<file path="config.mk">
export PLATFORM = sky130hd
export DESIGN_NAME = pipe_stage_reg_flat
export DESIGN_NICKNAME = d
export VERILOG_FILES = /design/src/rtl/pipe_stage_reg_if.sv /design/src/rtl/pipe_stage_reg.sv /design/src/flat_wrapper.sv
export SDC_FILE = /design/constraint.sdc
export NUM_CORES = 1
export LEC_CHECK = 0
export BUFFER_PORTS_ARGS = -buffer_cell sky130_fd_sc_hd__buf_2
export CELL_PAD_IN_SITES_DETAIL_PLACEMENT = 1
export CELL_PAD_IN_SITES_GLOBAL_PLACEMENT = 2
export CORE_UTILIZATION = 27
export CTS_CLUSTER_SIZE = 16
export DETAILED_ROUTE_END_ITERATION = 10
export GPL_ROUTABILITY_DRIVEN = 0
export GPL_TIMING_DRIVEN = 0
export PLACE_DENSITY_LB_ADDON = 0.1
export SETUP_SLACK_MARGIN = 0.15
export SLEW_MARGIN = 20
export SYNTH_ARGS = -nofsm -noshare
export SYNTH_HDL_FRONTEND = slang
export SYNTH_SLANG_ARGS = --single-unit
</file>
<file path="constraint.sdc">
create_clock -name clk -period 1.8 [get_ports clk]
set_clock_uncertainty 0.2 [all_clocks]
set_input_delay 0.27 -clock clk [delete_from_list [all_inputs] [get_ports clk]]
set_output_delay 0.27 -clock clk [all_outputs]
set_load 0.02 [all_outputs]
</file>
<file path="src/rtl/pipe_stage_reg_if.sv">
// Pipeline slot bundle: valid, instruction, pc, delay-slot flag, exception code, payload.
interface pipe_stage_reg_if #(
   parameter int unsigned DATA_W = 32,
   parameter int unsigned EXC_W  = 5
);
   logic              valid;
   logic [31:0]       instr;
   logic [31:0]       pc;
   logic              bd;
   logic [EXC_W-1:0]  exc;
   logic [DATA_W-1:0] data;

   modport master (output valid, instr, pc, bd, exc, data);
   modport slave  (input  valid, instr, pc, bd, exc, data);
endinterface

</file>
<file path="src/rtl/pipe_stage_reg.sv">
// Inter-stage pipeline register with stall/flush/exception-entry control.
// Optional PIPE_STAGE_PERF_EN adds saturating stall/flush event counters.
module pipe_stage_reg #(
   parameter int unsigned DATA_W        = 32,
   parameter int unsigned EXC_W         = 5,
   parameter logic [31:0] PC_RESET      = 32'h0000_3000,
   parameter logic [31:0] PC_EXC        = 32'h0000_4180,
   parameter bit          FLUSH_KEEP_PC = 1'b1
) (
   input  logic             clk,
   input  logic             reset,
   input  logic             req,
   input  logic             stall,
   input  logic             flush,
   input  logic [EXC_W-1:0] loc_exc,
   pipe_stage_reg_if.slave  up,
   pipe_stage_reg_if.master dn,
   output logic [15:0]      out_imm16,
   output logic [25:0]      out_imm26
`ifdef PIPE_STAGE_PERF_EN
   ,
   output logic [31:0]      stall_cnt,
   output logic [31:0]      flush_cnt
`endif
);

   typedef enum logic [1:0] {ACT_LOAD, ACT_FLUSH, ACT_STALL, ACT_REQ} act_t;

   act_t              act;
   logic              valid_q;
   logic [31:0]       instr_q;
   logic [31:0]       pc_q;
   logic              bd_q;
   logic [EXC_W-1:0]  exc_q;
   logic [DATA_W-1:0] data_q;
   logic [EXC_W-1:0]  merged_exc;

   always_comb begin
      act = ACT_LOAD;
      if (req)        act = ACT_REQ;
      else if (stall) act = ACT_STALL;
      else if (flush) act = ACT_FLUSH;
   end

   // Older exception carried from upstream wins over one raised locally.
   always_comb begin
      merged_exc = '0;
      if (up.valid) merged_exc = (up.exc != '0) ? up.exc : loc_exc;
   end

   always_ff @(posedge clk or negedge reset) begin
      if (!reset) begin
         valid_q <= 1'b0;
         instr_q <= '0;
         pc_q    <= PC_RESET;
         bd_q    <= 1'b0;
         exc_q   <= '0;
         data_q  <= '0;
      end else begin
         case (act)
            ACT_REQ: begin
               valid_q <= 1'b0;
               instr_q <= '0;
               pc_q    <= PC_EXC;
               bd_q    <= 1'b0;
               exc_q   <= '0;
               data_q  <= '0;
            end
            ACT_STALL: ;
            ACT_FLUSH: begin
               valid_q <= 1'b0;
               instr_q <= '0;
               if (FLUSH_KEEP_PC) pc_q <= up.pc;
               bd_q    <= 1'b0;
               exc_q   <= '0;
               data_q  <= '0;
            end
            default: begin
               valid_q <= up.valid;
               instr_q <= up.valid ? up.instr : '0;
               pc_q    <= up.pc;
               bd_q    <= up.bd;
               exc_q   <= merged_exc;
               data_q  <= up.data;
            end
         endcase
      end
   end

   assign dn.valid  = valid_q;
   assign dn.instr  = instr_q;
   assign dn.pc     = pc_q;
   assign dn.bd     = bd_q;
   assign dn.exc    = exc_q;
   assign dn.data   = data_q;
   assign out_imm16 = instr_q[15:0];
   assign out_imm26 = instr_q[25:0];

`ifdef PIPE_STAGE_PERF_EN
   always_ff @(posedge clk or negedge reset) begin
      if (!reset) begin
         stall_cnt <= '0;
         flush_cnt <= '0;
      end else begin
         if (act == ACT_STALL && stall_cnt != '1) stall_cnt <= stall_cnt + 32'd1;
         if (act == ACT_FLUSH && flush_cnt != '1) flush_cnt <= flush_cnt + 32'd1;
      end
   end
`endif

endmodule

</file>
<file path="src/flat_wrapper.sv">
// flat-port wrapper written by rule: the top's interface ports become plain ports
module pipe_stage_reg_flat 
#(
   parameter int unsigned DATA_W        = 32,
   parameter int unsigned EXC_W         = 5,
   parameter logic [31:0] PC_RESET      = 32'h0000_3000,
   parameter logic [31:0] PC_EXC        = 32'h0000_4180,
   parameter bit          FLUSH_KEEP_PC = 1'b1
)
  (clk, reset, req, stall, flush, loc_exc, out_imm16, out_imm26, up_valid, up_instr, up_pc, up_bd, up_exc, up_data, dn_valid, dn_instr, dn_pc, dn_bd, dn_exc, dn_data);
  pipe_stage_reg_if #(.DATA_W(DATA_W), .EXC_W(EXC_W)) up_i ();
  pipe_stage_reg_if #(.DATA_W(DATA_W), .EXC_W(EXC_W)) dn_i ();
  input  logic clk;
  input  logic reset;
  input  logic req;
  input  logic stall;
  input  logic flush;
  input  logic [EXC_W-1:0] loc_exc;
  output logic [15:0] out_imm16;
  output logic [25:0] out_imm26;
  input wire logic [$bits(up_i.valid)-1:0] up_valid;
  input wire logic [$bits(up_i.instr)-1:0] up_instr;
  input wire logic [$bits(up_i.pc)-1:0] up_pc;
  input wire logic [$bits(up_i.bd)-1:0] up_bd;
  input wire logic [$bits(up_i.exc)-1:0] up_exc;
  input wire logic [$bits(up_i.data)-1:0] up_data;
  output wire logic [$bits(dn_i.valid)-1:0] dn_valid;
  output wire logic [$bits(dn_i.instr)-1:0] dn_instr;
  output wire logic [$bits(dn_i.pc)-1:0] dn_pc;
  output wire logic [$bits(dn_i.bd)-1:0] dn_bd;
  output wire logic [$bits(dn_i.exc)-1:0] dn_exc;
  output wire logic [$bits(dn_i.data)-1:0] dn_data;
  assign up_i.valid = up_valid;
  assign up_i.instr = up_instr;
  assign up_i.pc = up_pc;
  assign up_i.bd = up_bd;
  assign up_i.exc = up_exc;
  assign up_i.data = up_data;
  assign dn_valid = dn_i.valid;
  assign dn_instr = dn_i.instr;
  assign dn_pc = dn_i.pc;
  assign dn_bd = dn_i.bd;
  assign dn_exc = dn_i.exc;
  assign dn_data = dn_i.data;
  pipe_stage_reg #(.DATA_W(DATA_W), .EXC_W(EXC_W), .PC_RESET(PC_RESET), .PC_EXC(PC_EXC), .FLUSH_KEEP_PC(FLUSH_KEEP_PC)) u_core (.clk(clk), .reset(reset), .req(req), .stall(stall), .flush(flush), .loc_exc(loc_exc), .up(up_i), .dn(dn_i), .out_imm16(out_imm16), .out_imm26(out_imm26));
endmodule
</file>
---- Yosys cells after proc, flatten, opt, wreduce, memory -nomap -nowiden ----
Index checks and enable logic that the tools add are counted.
W data, S select, Z words.
storage, ports and cells
  logic and storage cells ................. 23
  register bits after elaboration ......... 103
operators by class
  multiplexer cells ....................... 12
  reduce and logical (&&, ||, !) cells .... 2
  equal/unequal tests ..................... 3
operators with widths
  operator              number
  $pmux W32 S2          3
  $mux W32              1
  $mux W5               2
  $pmux W5 S2           1
  $reduce_bool A5 Y1    1
  $eq A2 B2 Y1 const B  2
  $mux W2               2
  $pmux W1 S2           2
  $eq A2 B1 Y1 const B  1
  $reduce_or A2 Y1      1
  $mux W1               1

---- Longest topological paths before layout ----
  depth in word-level cells ............... 6
  gate-level depth with buffers ........... 5

---- Worst setup path after synthesis ----
Ideal clock, no wire load.
  path kind ............................... in2reg
  from .................................... in stall
  to ...................................... reg u_core.pc_q[0], in the netlist u_core.dn.pc[0]
  path buffers ............................ 3
  setup slack ............................. 0.386 ns
  cell stages on the path ................. 5
  arrival ................................. 1.082 ns
  cell sequence ........................... buf_2 buf_2 buf_4 mux2i_1 nor2_1
between the ends
  word-level cells in the longest chain between the ends .. 4
  elaborated cells on any way between the ends .. 5
RTL lines
  what                  line                  RTL
  from (decl)           flat_wrapper.sv:16    input logic stall;
  $mux W2 *             pipe_stage_reg.sv:41  else if (stall) act = ACT_STALL;
  $mux W2 *             pipe_stage_reg.sv:40  if (req) act = ACT_REQ;
  $eq A2 B2 Y1          pipe_stage_reg.sv:60  case (act)
  $pmux W32 S2          pipe_stage_reg.sv:60
  to (signal assigned)  pipe_stage_reg.sv:73  if (FLUSH_KEEP_PC) pc_q <= up.pc;
  to (signal assigned)  pipe_stage_reg.sv:81  pc_q <= up.pc;
  to (decl)             pipe_stage_reg.sv:32  logic [31:0] pc_q;
Mark *: on every way between the ends. The rest lies on a longest branch, timed or not.
A chain may end at the register's enable or synchronous reset.

---- Worst setup path after layout ----
  from .................................... reg u_core.instr_q[0], in the netlist u_core.dn.instr[0]
  to ...................................... out out_imm26[0]
RTL lines
  what                    line                  RTL
  from (decl)             pipe_stage_reg.sv:31  logic [31:0] instr_q;
  from (signal assigned)  pipe_stage_reg.sv:80  instr_q <= up.valid ? up.instr : '0;
  to (decl)               flat_wrapper.sv:20    output logic [25:0] out_imm26;
No word-level cell between the ends.

==> impl_metrics.py <==
metrics = {
    "outcome": {
        "outcome": "finished clean",
    },
    "layout": {
        "nNetsFinal": 800,
        "drive_gt1_share_pct": 48.6,
        "final_cell_mix": "buf_2 (269), dfrtp_1 (101), dlygate4sd3_1 (95)",
        "area_delta_synth_final_pct": 67.0,
        "diodes": 0,
        "nFillCells": 1727,
        "final_core_util_pct": 46.5,
        "final_common_cell": "buf_2",
        "fin_cells": 902,
    },
    "route": {
        "vias_per_cell": 4.38,
        "wl_per_cell_um": 16.0,
        "antenna_left": 0,
        "routed_wl_um": 14400,
        "drc": 0,
        "dr.pass1.iters": 4,
        "drt-initial-drc-count": 129,
        "vias": 3948,
    },
    "setup_path": {
        "critPathMaxStageDelay_ns": 0.44,
        "critPathLaunchType": "flop",
        "path_max_fanout": 4,
        "crit_required_ns": 1.33,
        "cp_slowest_cell": "dfrtp_1",
        "critical_path.cell_chain": "buf_4 -> buf_2",
        "worstPathArrival_ns": 1.08,
        "endpoint_kind": "output port",
        "crit_type": "reg -> out",
    },
    "global_route": {
        "grt_max_degree": 58,
        "grt_pass1_vias": 4230,
        "grt_use_total_pct": 18.4,
        "grt_pass1_wl_um": 22900,
        "grt_antenna_before_repair": 0,
        "gr-total-overflow": 0,
    },
    "die": {
        "die_area_um2": 16200,
        "start_util_pct": 27.8,
        "chipWidth_um": 127,
        "io_pins": 258,
        "core_region_area_um2": 15300,
        "rows": 45,
        "die_h_um": 127,
    },
    "timing": {
        "maxSlewHeadroom_pct": 62.4,
        "worst_pin_slew_ns": 0.562,
        "finalCritPeriodShare_pct": 86.4,
        "fmax_mhz": 643,
        "slew_viol_final": 0,
        "period_needed_ns": 1.55,
        "finalHoldViolCount": 0,
        "setup_tns_ns": 0,
        "rsz0062_at_grt": "no",
        "worst_slack_ns": 0.245,
        "setup_viol": 0,
    },
    "synth": {
        "synth_area_um2": 4250,
        "yosysSeqAreaShare_pct": 60.7,
        "synth_cells": 323,
        "syn_nets": 436,
        "synth.avg_cell_area_um2": 13.2,
        "yosysWarnings": 0,
        "ys_ff_latch": 103,
        "synth_cell_type_count": 21,
    },
    "clocking": {
        "cts_tree": "yes",
        "cts_buffers": 9,
        "cts.sinks": 103,
        "cts_root_buffer": "clkbuf_16",
        "htree_num_levels": 3,
        "insertion_delay_ns": 0.34,
        "cts_setup_buffers": 0,
        "path_clk_slew_ns": 0.06,
        "clockBufferDepth": 2,
    },
    "placed_design": {
        "dp_hpwl_um": 10200,
        "pre_cts_ws_ns": -0.104,
        "dp_cells": 792,
        "io_buffers": 257,
    },
    "pwr": {
        "cellLeakagePower_uw": 0.00400,
        "ir_drop_v": 0.000468,
        "p_total_uw": 5410,
        "power_density_nw_per_um2": 763,
    },
    "hold_path": {
        "min_path_type": "in -> reg",
    },
    "flow_run": {
        "drv_cap": 0,
    },
}
final cells by class:
class	instances	area [um^2]	share of cell area [%]
timing repair buffer	353	2270	32.0
tap	211	264	3.72
clock inverter	4	70.1	0.987
sequential	103	2580	36.4
multi-input combinational	156	1240	17.5
buffer	64	425	6.00
clock buffer	11	243	3.42
timing repair:
item / CTS / global route
endpoints found under the hold margin: 138 / 0
gates resized for setup: 0 / 0
hold buffers: 95 / 0
worst max-delay path: cells and delay by family, from the launching register on:
family,cells,cell delay [ns]
DFF,1,0.44
buffers and inverters,2,0.31
per-layer routing:
layer	track usage [%]	up-vias	wire length [um]	share of wire, %
met3	5.11	20	1040	7.2
met5	0	-	0	0
met4	7.35	0	292	2.0
li1	-	1859	-	-
met2	32.0	160	7360	51
met1	21.4	1909	5710	40
cells by family after synthesis:
logic type,share of synthesized area (%)
flops,60.7
compound gates,15.7
buf+inv,10.0
simple gates,6.69
mux,6.83
worst paths after layout:
path	startpoint	slack, ns	end	cells after the start
worst min-delay path	up_pc[18]	0.005	u_core.dn.pc[18]$_DFFE_PN0P_	3
worst max-delay path	u_core.dn.instr[0]$_DFFE_PN0P_	0.25	out_imm26[0]	2
worst min register to register	u_core.dn.valid$_DFFE_PN0P_	0.28	u_core.dn.valid$_DFFE_PN0P_	1
max in group asynchronous	reset	0.53	u_core.dn.pc[17]$_DFFE_PN0P_	3
worst max register to register	u_core.dn.instr[9]$_DFFE_PN0P_	0.82	u_core.dn.instr[9]$_DFFE_PN0P_	1
min in group asynchronous	reset	0.23	u_core.dn.instr[18]$_DFFE_PN0P_	2
sequential cells by signal, summed over array words and instances, names as in the netlist:
register / flops
u_core.dn.bd: 1
u_core.dn.pc: 32
u_core.dn.valid: 1
u_core.dn.exc: 5
u_core.dn.data: 32
u_core.dn.instr: 32
where the power goes:
group | leakage [uW] | total (uW) | internal [uW] | switching, uW
sequential | 0.00138 | 2460 | 2400 | 54.1
clock | 0.000155 | 2080 | 1250 | 832
combinational | 0.00246 | 876 | 429 | 447
stage by stage:
step / area (um^2) / hold WS (ns)
after global placement: 5800 / 0.257
after floorplan: 4250 / -0.226
final: 7100 / 0.00517
after CTS: 7100 / 0.000208
after global routing: 7100 / 0.0274
after detailed placement: 5830 / 0.0359
synth_stat cells:
cell type    n  area, um^2
a211o_1      3        26.3
a21o_1       1        7.51
a21oi_1      5        25.0
a22o_1      65         569
buf_1        1        3.75
buf_2       13        65.1
buf_4       45         338
clkbuf_1     5        18.8
dfrtp_1    101        2530
dfstp_2      2        52.6
mux2i_1     29         290
nand3_1      1        5.00
nor2_1      29         109
nor2b_1      8        50.1
nor3_2       1        10.0
nor4_1       1        6.26
nor4b_2      2        30.0
nor4b_4      1        23.8
nor4bb_1     5        50.1
o21ai_0      1        5.00
o2bb2ai_1    4        35.0
No activity file was read; power rests on OpenSTA's default activity.
